[src/rtl/system.sv]
`timescale 1ns/1ps
// system: autonomous SPI-master sequencer for an ADXL362-style accelerometer (write POWER_CTL, burst-read axes, stream bytes).
// Define ASCII_HEX_EN to emit each byte as two uppercase hex characters plus a newline.
module system #(
    parameter int         CLK_DIV   = 2,
    parameter logic [7:0] CFG_ADDR  = 8'h2D,
    parameter logic [7:0] CFG_DATA  = 8'h02,
    parameter logic [7:0] DATA_ADDR = 8'h10,
    parameter int         NUM_BYTES = 4,
    parameter int         CS_GAP    = 4
) (
    input  logic       clk,
    input  logic       resetn,
    output logic       trap,
    output logic [7:0] out_byte,
    output logic       out_byte_en,
    input  logic       INT1,
    input  logic       INT2,
    input  logic       MISO,
    output logic       MOSI,
    output logic       CS,
    output logic       SCLK
);
    localparam int DW = 8 * NUM_BYTES;
    localparam logic [6:0] RD_LEN = 7'(17 + 8 * NUM_BYTES);
    localparam logic [15:0] GAP_CLKS = 16'(2 * CS_GAP * CLK_DIV);
`ifdef ASCII_HEX_EN
    localparam int CPB = 3;
`else
    localparam int CPB = 1;
`endif

    typedef enum logic [2:0] {IDLE, WR, GAP1, RD, EMIT, DONE} state_t;

    state_t          r_state = IDLE;
    logic            r_cs    = 1'b1;
    logic            r_sclk  = 1'b0;
    logic            r_mosi  = 1'b0;
    logic            r_fall  = 1'b0;
    logic            r_trap  = 1'b0;
    logic            r_en    = 1'b0;
    logic [7:0]      r_out   = '0;
    logic [15:0]     r_div   = '0;
    logic [15:0]     r_gap   = '0;
    logic [6:0]      r_cnt   = '0;
    logic [23:0]     r_tx    = '0;
    logic [DW-1:0]   r_data  = '0;
    logic [3:0]      r_bcnt  = '0;
    logic [1:0]      r_ci    = '0;

    logic       w_tick;
    logic [6:0] w_total;
    logic [7:0] w_top;
    logic [7:0] w_char;
    logic       w_unused;

    assign w_tick   = r_div == 16'(CLK_DIV - 1);
    assign w_total  = (r_state == WR) ? 7'd24 : RD_LEN;
    assign w_top    = r_data[DW-1 -: 8];
    assign w_unused = ^{INT1, INT2};

`ifdef ASCII_HEX_EN
    function automatic logic [7:0] hex(input logic [3:0] n);
        return (n < 4'd10) ? 8'h30 + {4'h0, n} : 8'h37 + {4'h0, n};
    endfunction
    assign w_char = (r_ci == 2'd0) ? hex(w_top[7:4]) : (r_ci == 2'd1) ? hex(w_top[3:0]) : 8'h0A;
`else
    assign w_char = w_top;
`endif

    always_ff @(posedge clk) begin
        if (!resetn) begin
            r_state <= IDLE;
            r_cs    <= 1'b1;
            r_sclk  <= 1'b0;
            r_mosi  <= 1'b0;
            r_fall  <= 1'b0;
            r_trap  <= 1'b0;
            r_en    <= 1'b0;
            r_out   <= '0;
            r_div   <= '0;
            r_gap   <= '0;
            r_cnt   <= '0;
            r_tx    <= '0;
            r_data  <= '0;
            r_bcnt  <= '0;
            r_ci    <= '0;
        end else begin
            r_fall <= 1'b0;
            case (r_state)
                IDLE, GAP1: begin
                    r_gap <= r_gap + 16'd1;
                    if (r_state == IDLE || r_gap == GAP_CLKS) begin
                        r_state <= (r_state == IDLE) ? WR : RD;
                        r_cs    <= 1'b0;
                        r_mosi  <= 1'b0;  // both command bytes start with a 0 bit
                        r_tx    <= (r_state == IDLE) ? {8'h0A, CFG_ADDR, CFG_DATA} : {8'h0B, DATA_ADDR, 8'h00};
                        r_div   <= '0;
                        r_cnt   <= '0;
                    end
                end
                WR, RD: begin
                    if (r_fall && r_cnt == w_total) begin
                        r_cs    <= 1'b1;
                        r_mosi  <= 1'b0;
                        r_gap   <= '0;
                        r_state <= (r_state == WR) ? GAP1 : EMIT;
                    end else begin
                        // MOSI moves one clk after each falling edge, never on an edge
                        if (r_fall) begin
                            r_mosi <= r_tx[22];
                            r_tx   <= r_tx << 1;
                        end
                        r_div <= w_tick ? '0 : r_div + 16'd1;
                        if (w_tick) begin
                            r_sclk <= !r_sclk;
                            r_fall <= r_sclk;
                            if (!r_sclk) begin
                                r_cnt <= r_cnt + 7'd1;
                                if (r_state == RD && r_cnt >= 7'd17)
                                    r_data <= {r_data[DW-2:0], MISO};
                            end
                        end
                    end
                end
                EMIT: begin
                    if (r_en) begin
                        r_en <= 1'b0;
                    end else begin
                        r_en  <= 1'b1;
                        r_out <= w_char;
                        if (r_ci == 2'(CPB - 1)) begin
                            r_ci   <= '0;
                            r_data <= r_data << 8;
                            r_bcnt <= r_bcnt + 4'd1;
                            if (r_bcnt == 4'(NUM_BYTES - 1))
                                r_state <= DONE;
                        end else begin
                            r_ci <= r_ci + 2'd1;
                        end
                    end
                end
                DONE: begin
                    r_en   <= 1'b0;
                    r_trap <= 1'b1;
                end
                default: r_state <= IDLE;
            endcase
        end
    end

    assign trap        = r_trap;
    assign out_byte    = r_out;
    assign out_byte_en = r_en;
    assign MOSI        = r_mosi;
    assign CS          = r_cs;
    assign SCLK        = r_sclk;
endmodule

[config.mk]
export PLATFORM = sky130hd
export DESIGN_NAME = system
export DESIGN_NICKNAME = d
export VERILOG_FILES = /design/src/rtl/system.sv
export SDC_FILE = /design/constraint.sdc
export NUM_CORES = 1
export LEC_CHECK = 0
export CORE_ASPECT_RATIO = 1.25
export CORE_MARGIN = 5
export CORE_UTILIZATION = 60
export DETAILED_ROUTE_END_ITERATION = 12
export HOLD_SLACK_MARGIN = 0.03
export PLACE_DENSITY = 0.78
export SLEW_MARGIN = 0
export SYNTH_ARGS = -nofsm -noshare
export SYNTH_HDL_FRONTEND = slang
export SYNTH_SLANG_ARGS = --single-unit
[constraint.sdc]
create_clock -name clk -period 2.21 [get_ports clk]
set_clock_uncertainty 0.05 [all_clocks]
set_input_delay 0.663 -clock clk [delete_from_list [all_inputs] [get_ports clk]]
set_output_delay 0.663 -clock clk [all_outputs]
set_load 0.005 [all_outputs]
==> After elaboration in Yosys (flattened, before gate mapping) <==
Cells that the tools add are included.
{ "totals": {"ff_bits": 117, "inputBits": 5, "output_inout_bits": 13} }
{ "classes": {"add_sub_neg": 5, "magnitude_cmp": 1, "eq_ne": 20, "mux": 41, "n_bitwise": 6, "n_reduce_logical": 23} }
{ "op_table": {"columns": ["cell", "n"], "rows": [
  ["two-way mux 32 bit", 6],
  ["two-way mux 23 bit", 3],
  ["two-way mux 16 bit", 4],
  ["case mux 16 bit (2 select lines)", 2],
  ["case mux 32 bit (2 select lines)", 1],
  ["case mux 23 bit (2 select lines)", 1],
  ["adder 16 x 1 -> 16 bit, second input constant", 2],
  ["two-way mux 7 bit", 4],
  ["!= test 2 bit, second input constant", 10],
  ["two-way mux 3 bit", 6],
  ["two-way mux 17 bit", 1],
  ["equality test 16 x 1 -> 1 bit, second input constant", 1],
  ["equality test 16 x 5 -> 1 bit, second input constant", 1],
  ["AND reduction 3 bit", 5],
  ["case mux 7 bit (2 select lines)", 1],
  ["case mux 3 bit (4 select lines)", 1],
  ["adder 7 x 1 -> 7 bit, second input constant", 1],
  ["equality test 7 x 6 -> 1 bit", 1],
  [">= comparator 7 x 5 -> 1 bit, second input constant", 1],
  ["AND reduction 7 bit", 1],
  ["equality test 3 x 2 -> 1 bit, second input constant", 2],
  ["equality test 3 bit, second input constant", 2],
  ["two-way mux 6 bit", 1],
  ["NOT 1 bit", 6],
  ["other kinds (20)", 32]
]} }

==> Logic depth before layout (Yosys ltp) <==
Gate-level depths: netlist (run 1).
{ "logic_depth": {"depth_word": 7, "ltp_mapped": 10} }

==> Worst setup path before layout (run 1) <==
Ideal clock, no wire load.
{ "synth_timing": {"path_type": "flip-flop to flip-flop", "from": "reg r_gap[0]", "to": "reg r_div[14]", "arrival_time_ns": 1.727, "t_required_ns": 2.035, "slack_ns": 0.309, "stages_incl_launch_ff": 11, "path_buffers": 2, "synth_period_minus_slack_ns": 1.901, "cell_sequence": "dfxtp_1 > inv_1 > ha_1 > nor4b_1 > nand4_1 > a31oi_1 > buf_4 > a21boi_0 > buf_2 > o21ai_0 > o41ai_1"} }
{ "synth_between": {"elab_chain_cells": 4} }
{ "synth_rtl": {"columns": ["item", "line_no", "rtl"], "rows": [
  ["from (decl)", "44", "logic [15:0] r_gap = '0;"],
  ["from (signal assigned)", "92", "r_gap <= r_gap + 16'd1;"],
  ["equality test 16 x 5 -> 1 bit", "93", "if (r_state == IDLE || r_gap == GAP_CLKS) begin"],
  ["logical OR 1 bit", "93", null],
  ["!= test 2 bit (no line)", null, null],
  ["AND reduction 3 bit (no line)", null, null],
  ["to (signal assigned)", "114", "r_div <= w_tick ? '0 : r_div + 16'd1;"],
  ["to (decl)", "43", "logic [15:0] r_div = '0;"]
]} }
Every way passes these cells.
A chain may end at the register's enable or synchronous reset.

==> Final worst setup path (run 1) <==
{ "layout_timing": {"from": "reg r_sclk, in the netlist SCLK", "to": "out SCLK"} }
{ "layout_lines": {"columns": ["item", "line_no", "rtl"], "rows": [
  ["from (decl)", "37", "logic r_sclk = 1'b0;"],
  ["from (signal assigned)", "116", "r_sclk <= !r_sclk;"],
  ["to (decl)", "22", "output logic SCLK"]
]} }
No word-level cell between the ends.

==> results of run 1 <==
[cell families (layout without fill, tap and decap cells)]
kind of cell	Yosys count	count (layout)	synth area share
XOR/XNOR	13	13	0.0208
flip-flops	116	116	0.424
adder cells (fa/ha/maj)	9	9	0.0206
buffers and inverters	54	100	0.0514
AND/OR/NAND/NOR	313	313	0.282
AO/OA/AOI/OAI	149	149	0.198
multiplexers	2	2	0.00366
[stage by stage]
| step | power [uW] | area [sq um] |
|---|---|---|
| 3_5_place_dp | 4370 | 5850 |
| 4_1_cts | 7080 | 6450 |
| 6_report | 7170 | 6570 |
| 2_1_floorplan | 3780 | 5470 |
| 3_3_place_gp | 4310 | 5850 |
| 5_1_grt | 7570 | 6570 |
[layout by cell type (no fill, tap or decap), drive strengths merged, types with 8 or more instances in the layout]
| master | netlist | layout |
|---|---|---|
| o211a | 30 | 30 |
| a21oi | 16 | 16 |
| a21boi | 33 | 33 |
| clkdlybuf4s50 | 0 | 14 |
| ha | 9 | 9 |
| nand2 | 131 | 131 |
| nand3 | 59 | 59 |
| inv | 8 | 9 |
| nand4 | 23 | 23 |
| clkbuf | 24 | 21 |
| dfxtp | 116 | 116 |
| and3 | 11 | 11 |
| xor2 | 8 | 8 |
| nor2 | 34 | 34 |
| buf | 22 | 45 |
| o21ai | 36 | 36 |
[cell type report]
type / count / area, sq um
clock buffers: 21 / 460
repair buffers: 60 / 515
clock inverters: 11 / 128
multi-input cells: 486 / 2960
fillers: 671 / 2460
flip-flops and latches: 116 / 2320
well taps: 123 / 154
inverters: 8 / 30.0
[routing by layer]
layer | vias to the layer above | share of wire
met3 | 36 | 0.040
met5 | - | 0
met1 | 2363 | 0.42
met4 | 0 | 0.027
li1 | 2410 | -
met2 | 136 | 0.51
[final timing paths]
check | end | startpoint | slack (ns)
worst max register to register | r_div[1] | r_gap[4] | 0.14
worst min register to register | r_tx[21] | r_tx[21] | 0.40
worst max-delay path | SCLK | SCLK | 0.12
worst min-delay path | r_tx[21] | r_tx[21] | 0.40
[state kept, by name, indices dropped and copies added, names as in the netlist]
| name | cells |
|---|---|
| out_byte | 8 |
| r_fall | 1 |
| r_cnt | 7 |
| r_div | 16 |
| r_tx | 22 |
| trap | 1 |
| out_byte_en | 1 |
| CS | 1 |
| MOSI | 1 |
| r_ci | 2 |
| r_gap | 16 |
| r_state | 3 |
| r_data | 32 |
| r_bcnt | 4 |
| SCLK | 1 |
[report_power, final]
| group | switching (uW) | total, uW | internal, uW |
|---|---|---|---|
| combinational | 1160 | 2050 | 889 |
| clock | 960 | 2680 | 1720 |
| sequential | 152 | 2450 | 2300 |
| total | 2270 | 7170 | 4900 |
[repair_timing]
| action | 4_1_cts | 5_1_grt |
|---|---|---|
| gates resized for setup | 2 | 22 |
| gates cloned | 0 | 1 |
| setup endpoints to repair | 2 | 46 |
| setup buffers | 0 | 3 |
| pin swaps | 1 | 6 |
==> insert_results.sql, run 1 <==
INSERT INTO impl_metrics (metric_group, metric, value, unit) VALUES
('critical_path', 'worst_setup_path_end_kind', 'output pin', ''),
('clocking', 'cts_sinks', '116', ''),
('sta', 'min_period', '2.09', 'ns'),
('die', 'floorplan.initialDensity', '0.606', ''),
('global_routing', 'globalRouteOverflowTotal', '0', ''),
('global_routing', 'first_global_vias', '4638', ''),
('global_routing', 'global_route.usage.met2', '0.392', ''),
('logic_synthesis', 'synth.most_common_cell', 'nand2_1', ''),
('logic_synthesis', 'synth_ff_type', 'dfxtp_1', ''),
('logic_synthesis', 'synth_common_cells', '130 x nand2_1, 116 x dfxtp_1, 58 x nand3_1, 33 x nor2_1, 30 x o211a_1', ''),
('place', 'place_congestion', '0.845', ''),
('place', 'half_perimeter_wire_length_of_the_detailed_placement_result', '7.66', 'mm'),
('critical_path', 'cp_data_required_time', '1.50', 'ns'),
('layout', 'area_growth', '20.0', '%'),
('power', 'power_density', '1090', 'nW/um^2'),
('power', 'ir_worst_vdd', '0.000625', 'V'),
('routing', 'detail_route.wl_per_cell', '14.8', 'um'),
('routing', 'antenna_violating_nets_post_route', '0', ''),
('logic_synthesis', 'synthesis.yosys.warnings', '0', ''),
('logic_synthesis', 'mappedNetlistNets', '670', ''),
('run_status', 'run_status', 'finished, final reports clean', ''),
('clocking', 'cts-htree-levels', '4', ''),
('die', 'pin_count', '18', ''),
('global_routing', 'grt_most_used_layer', 'met2', ''),
('layout', 'fin_util', '0.728', ''),
('hold_path', 'hold_crit_depth', '2', ''),
('die', 'die_h', '117', 'um'),
('sta', 'timing.final.hold_violations', '0', ''),
('place', 'place_worst_setup_slack', '-0.0128', 'ns'),
('place', 'io_buffers', '15', ''),
('routing', 'routed_wire_length', '12.2', 'mm'),
('global_routing', 'groute.usage.overall', '0.230', ''),
('sta', 'timing_worst_slew_pin_value', '0.441', 'ns'),
('die', 'design.die.area', '11100', 'sq um'),
('layout', 'final_cell_count_no_fill', '825', ''),
('global_routing', 'groute.layer.met1.usage', '0.270', ''),
('logic_synthesis', 'ys_async_sr_fraction', '0', ''),
('clocking', 'tritoncts', 'done', ''),
('logic_synthesis', 'post-synth-top-area-fraction', '0.424', ''),
('logic_synthesis', 'ys_top_cells_by_area', 'dfxtp_1 42%, nand2_1 8.9%, o211a_1 5.5%', ''),
('routing', 'vias', '4945', ''),
('logic_synthesis', 'syn-instance-count', '656', ''),
('critical_path', 'cpPeakStageDelay', '0.55', 'ns'),
('critical_path', 'critical_path_peak_fanout', '5', ''),
('critical_path', 'worstSetupPathDepth', '1', ''),
('critical_path', 'critical_path_arrival', '1.38', 'ns'),
('die', 'row_count', '39', ''),
('logic_synthesis', 'syn_area', '5470', 'sq um'),
('routing', 'drt_drc_violations_left', '0', ''),
('logic_synthesis', 'synth_largest_area_cell', 'dfxtp_1', ''),
('layout', 'design.final.nets', '703', ''),
('sta', 'share_of_the_clock_period_used_by_the_worst_path', '0.947', ''),
('clocking', 'worst_skew_pair.late_latency', '0.41', 'ns'),
('logic_synthesis', 'synth-seq-area-share', '0.424', ''),
('sta', 'final-setup-viol-count', '0', ''),
('sta', 'final.hold.worst_slack', '0.405', 'ns'),
('critical_path', 'critPathKind', 'register to output pin', ''),
('logic_synthesis', 'synth-edff-count', '0', ''),
('layout', 'final_layout_size_suffix_gt1_frac', '0.148', ''),
('critical_path', 'ff2ff_path_depth', '8', ''),
('place', 'dpl.cell_count', '789', ''),
('run', 'maxCapViolations', '0', ''),
('global_routing', 'grt.met3_usage', '0.0486', ''),
('critical_path', 'path_delay_family', 'buffers and inverters', ''),
('critical_path', 'crit_buf_inv', '1', ''),
('critical_path', 'crit_path_start_kind', 'register', ''),
('clocking', 'cts_buffers', '17', ''),
('routing', 'drt-vias-per-instance', '5.99', ''),
('die', 'placeableCoreArea', '9030', 'sq um'),
('global_routing', 'grt_first_pass_wirelength', '20.5', 'mm'),
('sta', 'setup_total_neg_slack', '0', 'ns');
Power figures use the tool's default switching activity.
==> run 2: changes to the inputs <==
--- a/config.mk
+++ b/config.mk
@@ -5,13 +5,16 @@
 export SDC_FILE = /design/constraint.sdc
 export NUM_CORES = 1
 export LEC_CHECK = 0
+export ABC_CLOCK_PERIOD_IN_PS = 2210
 export CORE_ASPECT_RATIO = 1.25
 export CORE_MARGIN = 5
 export CORE_UTILIZATION = 60
 export DETAILED_ROUTE_END_ITERATION = 12
+export GPL_TIMING_DRIVEN = 0
 export HOLD_SLACK_MARGIN = 0.03
 export PLACE_DENSITY = 0.78
 export SLEW_MARGIN = 0
 export SYNTH_ARGS = -nofsm -noshare
 export SYNTH_HDL_FRONTEND = slang
 export SYNTH_SLANG_ARGS = --single-unit
+export TNS_END_PERCENT = 100
==> run 2 against run 1 <==
Effect of this change:
- hold slack got worse by 0.0057 ns
- flip-flop and latch count unchanged
- routed wire length up 14%
- register-to-register slack worse by 0.07 ns
- clock power shrank 6%
- combinational power barely moved
- fmax is 2.3% lower
- utilization hardly changed
- sequential power is essentially flat
- clock-buffer cell count up 1
- sequential share of layout area increased by 0.082 points
- critical endpoint is now r_div[1]
- largest cell class unchanged
- highest routed layer unchanged
==> insert_results.sql, run 2 (synthesis results as in run 1) <==
INSERT INTO impl_metrics (metric_group, metric, value, unit) VALUES
('layout', 'registers.top_by_ff_count', 'r_data', ''),
('layout', 'n_antenna_cell', '0', ''),
('critical_path', 'critPathKind', 'register to register', ''),
('routing', 'drt-vias-per-instance', '6.08', ''),
('layout', 'final_design_area_no_fill', '6570', 'sq um'),
('clocking', 'cts_buffers', '17', ''),
('sta', 'rsz0062_at_grt', 'yes', ''),
('clocking', 'cts_sinks', '116', ''),
('routing', 'detail_route.iter0.violations', '316', ''),
('critical_path', 'cp_data_required_time', '2.50', 'ns'),
('place', 'placedInstanceArea', '5770', 'sq um'),
('layout', 'fin_util', '0.728', ''),
('sta', 'final.hold.worst_slack', '0.399', 'ns'),
('critical_path', 'cpPeakStageDelay', '0.39', 'ns'),
('power', 'power_density', '1080', 'nW/um^2'),
('critical_path', 'crit_path_start_kind', 'register', ''),
('layout', 'area_growth', '20.0', '%'),
('die', 'floorplan.initialDensity', '0.606', ''),
('sta', 'timing_worst_slew_pin_value', '0.592', 'ns'),
('sta', 'fmax', '467', 'MHz'),
('power', 'ir_worst_vdd', '0.000590', 'V'),
('layout', 'final_cell_mix', '130 x nand2_1, 112 x dfxtp_1, 57 x nand3_1', ''),
('power', 'static-leakage-power', '0.00265', 'uW'),
('critical_path', 'critical_path_peak_fanout', '7', ''),
('clocking', 'cts-htree-levels', '4', ''),
('layout', 'design.final.nets', '708', ''),
('place', 'place_congestion', '0.864', ''),
('sta', 'share_of_the_clock_period_used_by_the_worst_path', '0.970', ''),
('clocking', 'cts_hold_buffers', '0', ''),
('power', 'clock_power_share', '0.357', ''),
('sta', 'slew_viol_final', '0', ''),
('run', 'maxCapViolations', '0', ''),
('hold_path', 'holdCritPathClass', 'register to register', ''),
('power', 'net-switching-power', '2310', 'uW'),
('die', 'placeableCoreArea', '9030', 'sq um'),
('global_routing', 'globalRouteOverflowTotal', '0', ''),
('critical_path', 'crit_buf_inv', '1', ''),
('power', 'p_seq_frac', '0.350', ''),
('run_status', 'run_status', 'finished, final reports clean', ''),
('sta', 'headroom_to_the_max_slew_limit', '0.605', ''),
('layout', 'largest_reg_flops', '32', ''),
('clocking', 'worst_skew_pair.late_latency', '0.41', 'ns'),
('sta', 'timing.final.hold_violations', '0', ''),
('critical_path', 'crit_chain', 'nor4_1 > nand4_1 > a31oi_2 > buf_6 > nand2_8 > or3_1 > a21boi_1', ''),
('clocking', 'cts_max_path_buffers', '2', ''),
('global_routing', 'grt_antenna_before_repair', '0', ''),
('routing', 'drt_drc_violations_left', '0', ''),
('layout', 'fill_cells', '686', ''),
('sta', 'final-setup-viol-count', '0', ''),
('place', 'half_perimeter_wire_length_of_the_detailed_placement_result', '9.10', 'mm'),
('layout', 'layout_commonest_cell', 'nand2_1', ''),
('die', 'pin_count', '18', ''),
('global_routing', 'grt_max_degree', '17', ''),
('die', 'row_count', '39', ''),
('power', 'switching_share', '0.327', ''),
('die', 'die_h', '117', 'um'),
('layout', 'biggestRegsByFlops', 'r_data x32, r_tx x22', ''),
('routing', 'antenna_violating_nets_post_route', '0', ''),
('die', 'design.die.area', '11100', 'sq um'),
('clocking', 'clockRootBuffer', 'clkbuf_16', ''),
('routing', 'detail_route.wl_per_cell', '16.8', 'um'),
('place', 'io_buffers', '14', ''),
('place', 'dpl.cell_count', '793', ''),
('sta', 'min_period', '2.14', 'ns'),
('power', 'p_int', '4760', 'uW'),
('routing', 'routed_wire_length', '13.9', 'mm'),
('routing', 'vias', '5024', ''),
('global_routing', 'grt_first_pass_wirelength', '22.5', 'mm'),
('clocking', 'tritoncts', 'done', ''),
('layout', 'final_cell_count_no_fill', '826', ''),
('routing', 'detailedRoute.firstPassIterationCount', '5', ''),
('critical_path', 'worst_path_max_delay_cell', 'nor4_1', ''),
('die', 'die_w', '95.4', 'um'),
('global_routing', 'groute.usage.overall', '0.257', ''),
('critical_path', 'path_delay_family', 'simple AND/OR/NAND/NOR gates', ''),
('layout', 'final_layout_size_suffix_gt1_frac', '0.129', ''),
('clocking', 'path_clk_slew', '0.05', 'ns'),
('global_routing', 'first_global_vias', '4875', ''),
('critical_path', 'worst_setup_path_end_kind', 'register', ''),
('power', 'comb_power_share', '0.294', ''),
('sta', 'setup_total_neg_slack', '0', 'ns'),
('critical_path', 'critical_path_arrival', '2.44', 'ns');
==> run 2: final cells by class <==
type / count / area, sq um / area share
clock buffers: 22 / 484 / 0.0737
inverters: 8 / 30.0 / 0.00457
flip-flops and latches: 116 / 2330 / 0.355
plain buffers: 44 / 278 / 0.0423
clock inverters: 6 / 55.1 / 0.00838
repair buffers: 21 / 194 / 0.0295
multi-input cells: 486 / 3050 / 0.464
well taps: 123 / 154 / 0.0234
==> run 2: routing by layer <==
metal / GRT usage / share of wire
met1: 0.275 / 0.40
met2: 0.468 / 0.53
met3: 0.0665 / 0.042
met4: 0.122 / 0.027
met5: 0 / 0
==> run 2: final timing paths <==
check | startpoint | end | slack (ns) | cells past startpoint
hold reg to reg | r_tx[4] | r_tx[4] | 0.40 | 2
hold / removal | r_tx[4] | r_tx[4] | 0.40 | 2
setup / recovery | r_gap[9] | r_div[1] | 0.07 | 7
setup reg to reg | r_gap[9] | r_div[1] | 0.07 | 7
==> run 2: power groups by stage <==
stage | registers, uW | clock network [uW] | logic, uW
after floorplan | 2460 | 0 | 1320
after global placement | 2490 | 0 | 1700
after detailed placement | 2500 | 0 | 1740
after CTS | 2460 | 2540 | 1890
after global routing | 2490 | 2660 | 2270
final | 2470 | 2520 | 2080
==> run 2: per-stage QoR <==
stage                     setup slack [ns]  power (uW)
final                               0.0668        7070
after global routing               -0.0640        7420
after CTS                           0.0327        6890
after detailed placement            -0.228        4240
after global placement              -0.148        4190
after floorplan                      0.309        3780
==> run 2: repair_timing <==
action,in CTS,in global routing
gates cloned,0,1
resized for setup,17,54
setup endpoints to repair,63,65
buffers inserted,4,2
pin swaps,3,11
==> run 2: worst register-to-register path, cell delays in order (launching register included) <==
cell      delay [ns]
dfxtp_1         0.34
nor4_1          0.39
nand4_1         0.25
a31oi_2         0.30
buf_6           0.21
nand2_8         0.07
or3_1           0.35
a21boi_1        0.11
==> run 3: changes to the inputs <==
--- a/config.mk
+++ b/config.mk
@@ -12,7 +12,7 @@
 export DETAILED_ROUTE_END_ITERATION = 12
 export GPL_TIMING_DRIVEN = 0
 export HOLD_SLACK_MARGIN = 0.03
-export PLACE_DENSITY = 0.78
+export PLACE_DENSITY = 0.77
 export SLEW_MARGIN = 0
 export SYNTH_ARGS = -nofsm -noshare
 export SYNTH_HDL_FRONTEND = slang
==> run 3 against run 2 <==
Effect of this change:
- register-to-register slack hardly changed
- sequential power hardly changed
- utilization grew 1.5 points
- via count rose by 1.2%
- cell count increased by 1.1%
- first-iteration DRC count grew 18%
- critical path depth up 3
==> insert_results.sql, run 3 (synthesis results as in run 1) <==
INSERT INTO impl_metrics (metric_group, metric, value, unit) VALUES
('run_status', 'run_status', 'finished, final reports clean', ''),
('routing', 'detail_route.iter0.violations', '372', ''),
('clocking', 'cts_buffers', '17', ''),
('power', 'power_density', '1130', 'nW/um^2'),
('critical_path', 'ff2ff_path_depth', '10', ''),
('sta', 'setup_total_neg_slack', '0', 'ns'),
('critical_path', 'critPathKind', 'register to register', ''),
('layout', 'fin_util', '0.743', ''),
('layout', 'biggestRegsByFlops', 'r_data x32, r_tx x22', ''),
('critical_path', 'worst_setup_path_end_kind', 'register', ''),
('routing', 'routed_wire_length', '14.1', 'mm'),
('routing', 'detail_route.wl_per_cell', '16.8', 'um'),
('layout', 'largest_reg_flops', '32', ''),
('power', 'fin_total_pwr', '7600', 'uW'),
('layout', 'registers.top_by_ff_count', 'r_data', ''),
('critical_path', 'timing.critical_path.to', 'r_tx[18]', ''),
('power', 'static-leakage-power', '0.00270', 'uW'),
('routing', 'antenna_violating_nets_post_route', '0', ''),
('clocking', 'clockRootBuffer', 'clkbuf_16', ''),
('critical_path', 'critical_path_peak_fanout', '8', ''),
('critical_path', 'cp_data_required_time', '2.49', 'ns'),
('critical_path', 'crit_path_start_kind', 'register', ''),
('die', 'die_h', '117', 'um'),
('sta', 'min_period', '2.13', 'ns'),
('clocking', 'cts-htree-levels', '4', ''),
('clocking', 'worst_skew_pair.late_latency', '0.41', 'ns'),
('die', 'floorplan.initialDensity', '0.606', ''),
('routing', 'drt_drc_violations_left', '0', ''),
('layout', 'n_antenna_cell', '0', ''),
('routing', 'detailedRoute.firstPassIterationCount', '5', ''),
('critical_path', 'r2r_slack', '0.08', 'ns'),
('clocking', 'path_clk_slew', '0.05', 'ns'),
('global_routing', 'globalRouteOverflowTotal', '0', ''),
('clocking', 'tritoncts', 'done', ''),
('sta', 'fmax', '469', 'MHz'),
('place', 'io_buffers', '14', ''),
('sta', 'share_of_the_clock_period_used_by_the_worst_path', '0.966', ''),
('place', 'half_perimeter_wire_length_of_the_detailed_placement_result', '9.05', 'mm'),
('die', 'pin_count', '18', ''),
('layout', 'layout_commonest_cell', 'nand2_1', ''),
('global_routing', 'grt_antenna_before_repair', '0', ''),
('layout', 'final_cell_mix', '129 x nand2_1, 113 x dfxtp_1, 55 x nand3_1', ''),
('critical_path', 'reg2reg_from', 'r_gap[0]', ''),
('hold_path', 'holdCritPathClass', 'register to register', ''),
('global_routing', 'grt_max_degree', '17', ''),
('critical_path', 'worstReg2RegEnd', 'r_tx[18]', ''),
('layout', 'area_growth', '22.6', '%'),
('clocking', 'cts_max_path_buffers', '2', ''),
('sta', 'slew_viol_final', '0', ''),
('routing', 'drt-vias-per-instance', '6.09', ''),
('place', 'place_congestion', '0.863', ''),
('sta', 'timing_worst_slew_pin_value', '0.576', 'ns'),
('die', 'design.die.area', '11100', 'sq um'),
('sta', 'timing.final.hold_violations', '0', ''),
('global_routing', 'groute.usage.overall', '0.255', ''),
('sta', 'headroom_to_the_max_slew_limit', '0.616', ''),
('power', 'ir_worst_vdd', '0.000695', 'V'),
('die', 'placeableCoreArea', '9030', 'sq um'),
('global_routing', 'first_global_vias', '4768', ''),
('sta', 'final-setup-viol-count', '0', ''),
('die', 'row_count', '39', ''),
('global_routing', 'grt_first_pass_wirelength', '22.3', 'mm'),
('die', 'die_w', '95.4', 'um'),
('run', 'maxCapViolations', '0', ''),
('layout', 'final_layout_size_suffix_gt1_frac', '0.139', ''),
('critical_path', 'critical_path_arrival', '2.42', 'ns'),
('hold_path', 'hold_start', 'r_tx[21]', ''),
('clocking', 'cts_sinks', '116', ''),
('routing', 'vias', '5082', ''),
('layout', 'design.final.nets', '713', ''),
('critical_path', 'cp-startpoint', 'r_gap[0]', '');
## run 3: stage by stage
stage | area, sq um | setup WS (ns) | hold WS, ns | cells
after global routing | 6710 | -0.0611 | 0.424 | 835
final | 6710 | 0.0756 | 0.408 | 835
after floorplan | 5470 | 0.309 | 0.374 | 656
after detailed placement | 5770 | -0.211 | 0.398 | 793
after CTS | 6430 | 0.0155 | 0.406 | 827
after global placement | 5770 | -0.108 | 0.391 | 793
## run 3: worst min path at each step
| stage | cells after the start | slack (ns) | end |
|---|---|---|---|
| 2_1_floorplan | 1 | 0.37 | r_gap[15] |
| 4_1_cts | 2 | 0.41 | r_tx[9] |
| 5_1_grt | 2 | 0.42 | r_tx[4] |
| 3_3_place_gp | 2 | 0.39 | r_tx[9] |
| 3_5_place_dp | 2 | 0.40 | r_tx[9] |
| 6_report | 2 | 0.41 | r_tx[21] |
## run 3: per-layer routing
| layer | track usage | wire length, um |
|---|---|---|
| met5 | 0 | 0 |
| met4 | 0.105 | 293 |
| met3 | 0.0614 | 613 |
| met2 | 0.457 | 7460 |
| met1 | 0.289 | 5680 |
## run 3: worst max-delay path, stage by stage, from the launching register on
cell and delay (ns):
dfxtp_4 0.36, inv_4 0.06, ha_4 0.11, nor4b_4 0.17, nand4_1 0.22, a31oi_2 0.29, and3_4 0.23, buf_8 0.14
buf_8 0.12, nand3_1 0.10, a21boi_1 0.19
## run 3: final cells by class
class | count | area [sq um]
clock inverter | 10 | 130
buffer | 46 | 295
timing repair buffer | 24 | 250
clock buffer | 22 | 464
sequential | 116 | 2330
fill | 645 | 2320
multi-input combinational | 486 | 3050
tap | 123 | 154
inverter | 8 | 32.5
## run 3: what timing repair did
item                                    in CTS  in global routing
gates cloned                                 0                  3
hold buffers                                 0                  0
resized for setup                           13                 58
pin swaps                                    2                 12
setup buffers                                2                  5
endpoints found under the setup margin      57                 74
## run 3: report_power, final
group	switching [uW]	internal, uW	leakage (uW)	total [uW]
logic	1320	1040	0.00147	2350
registers	183	2300	0.000940	2490
clock network	938	1820	0.000290	2760
total	2440	5160	0.00270	7600
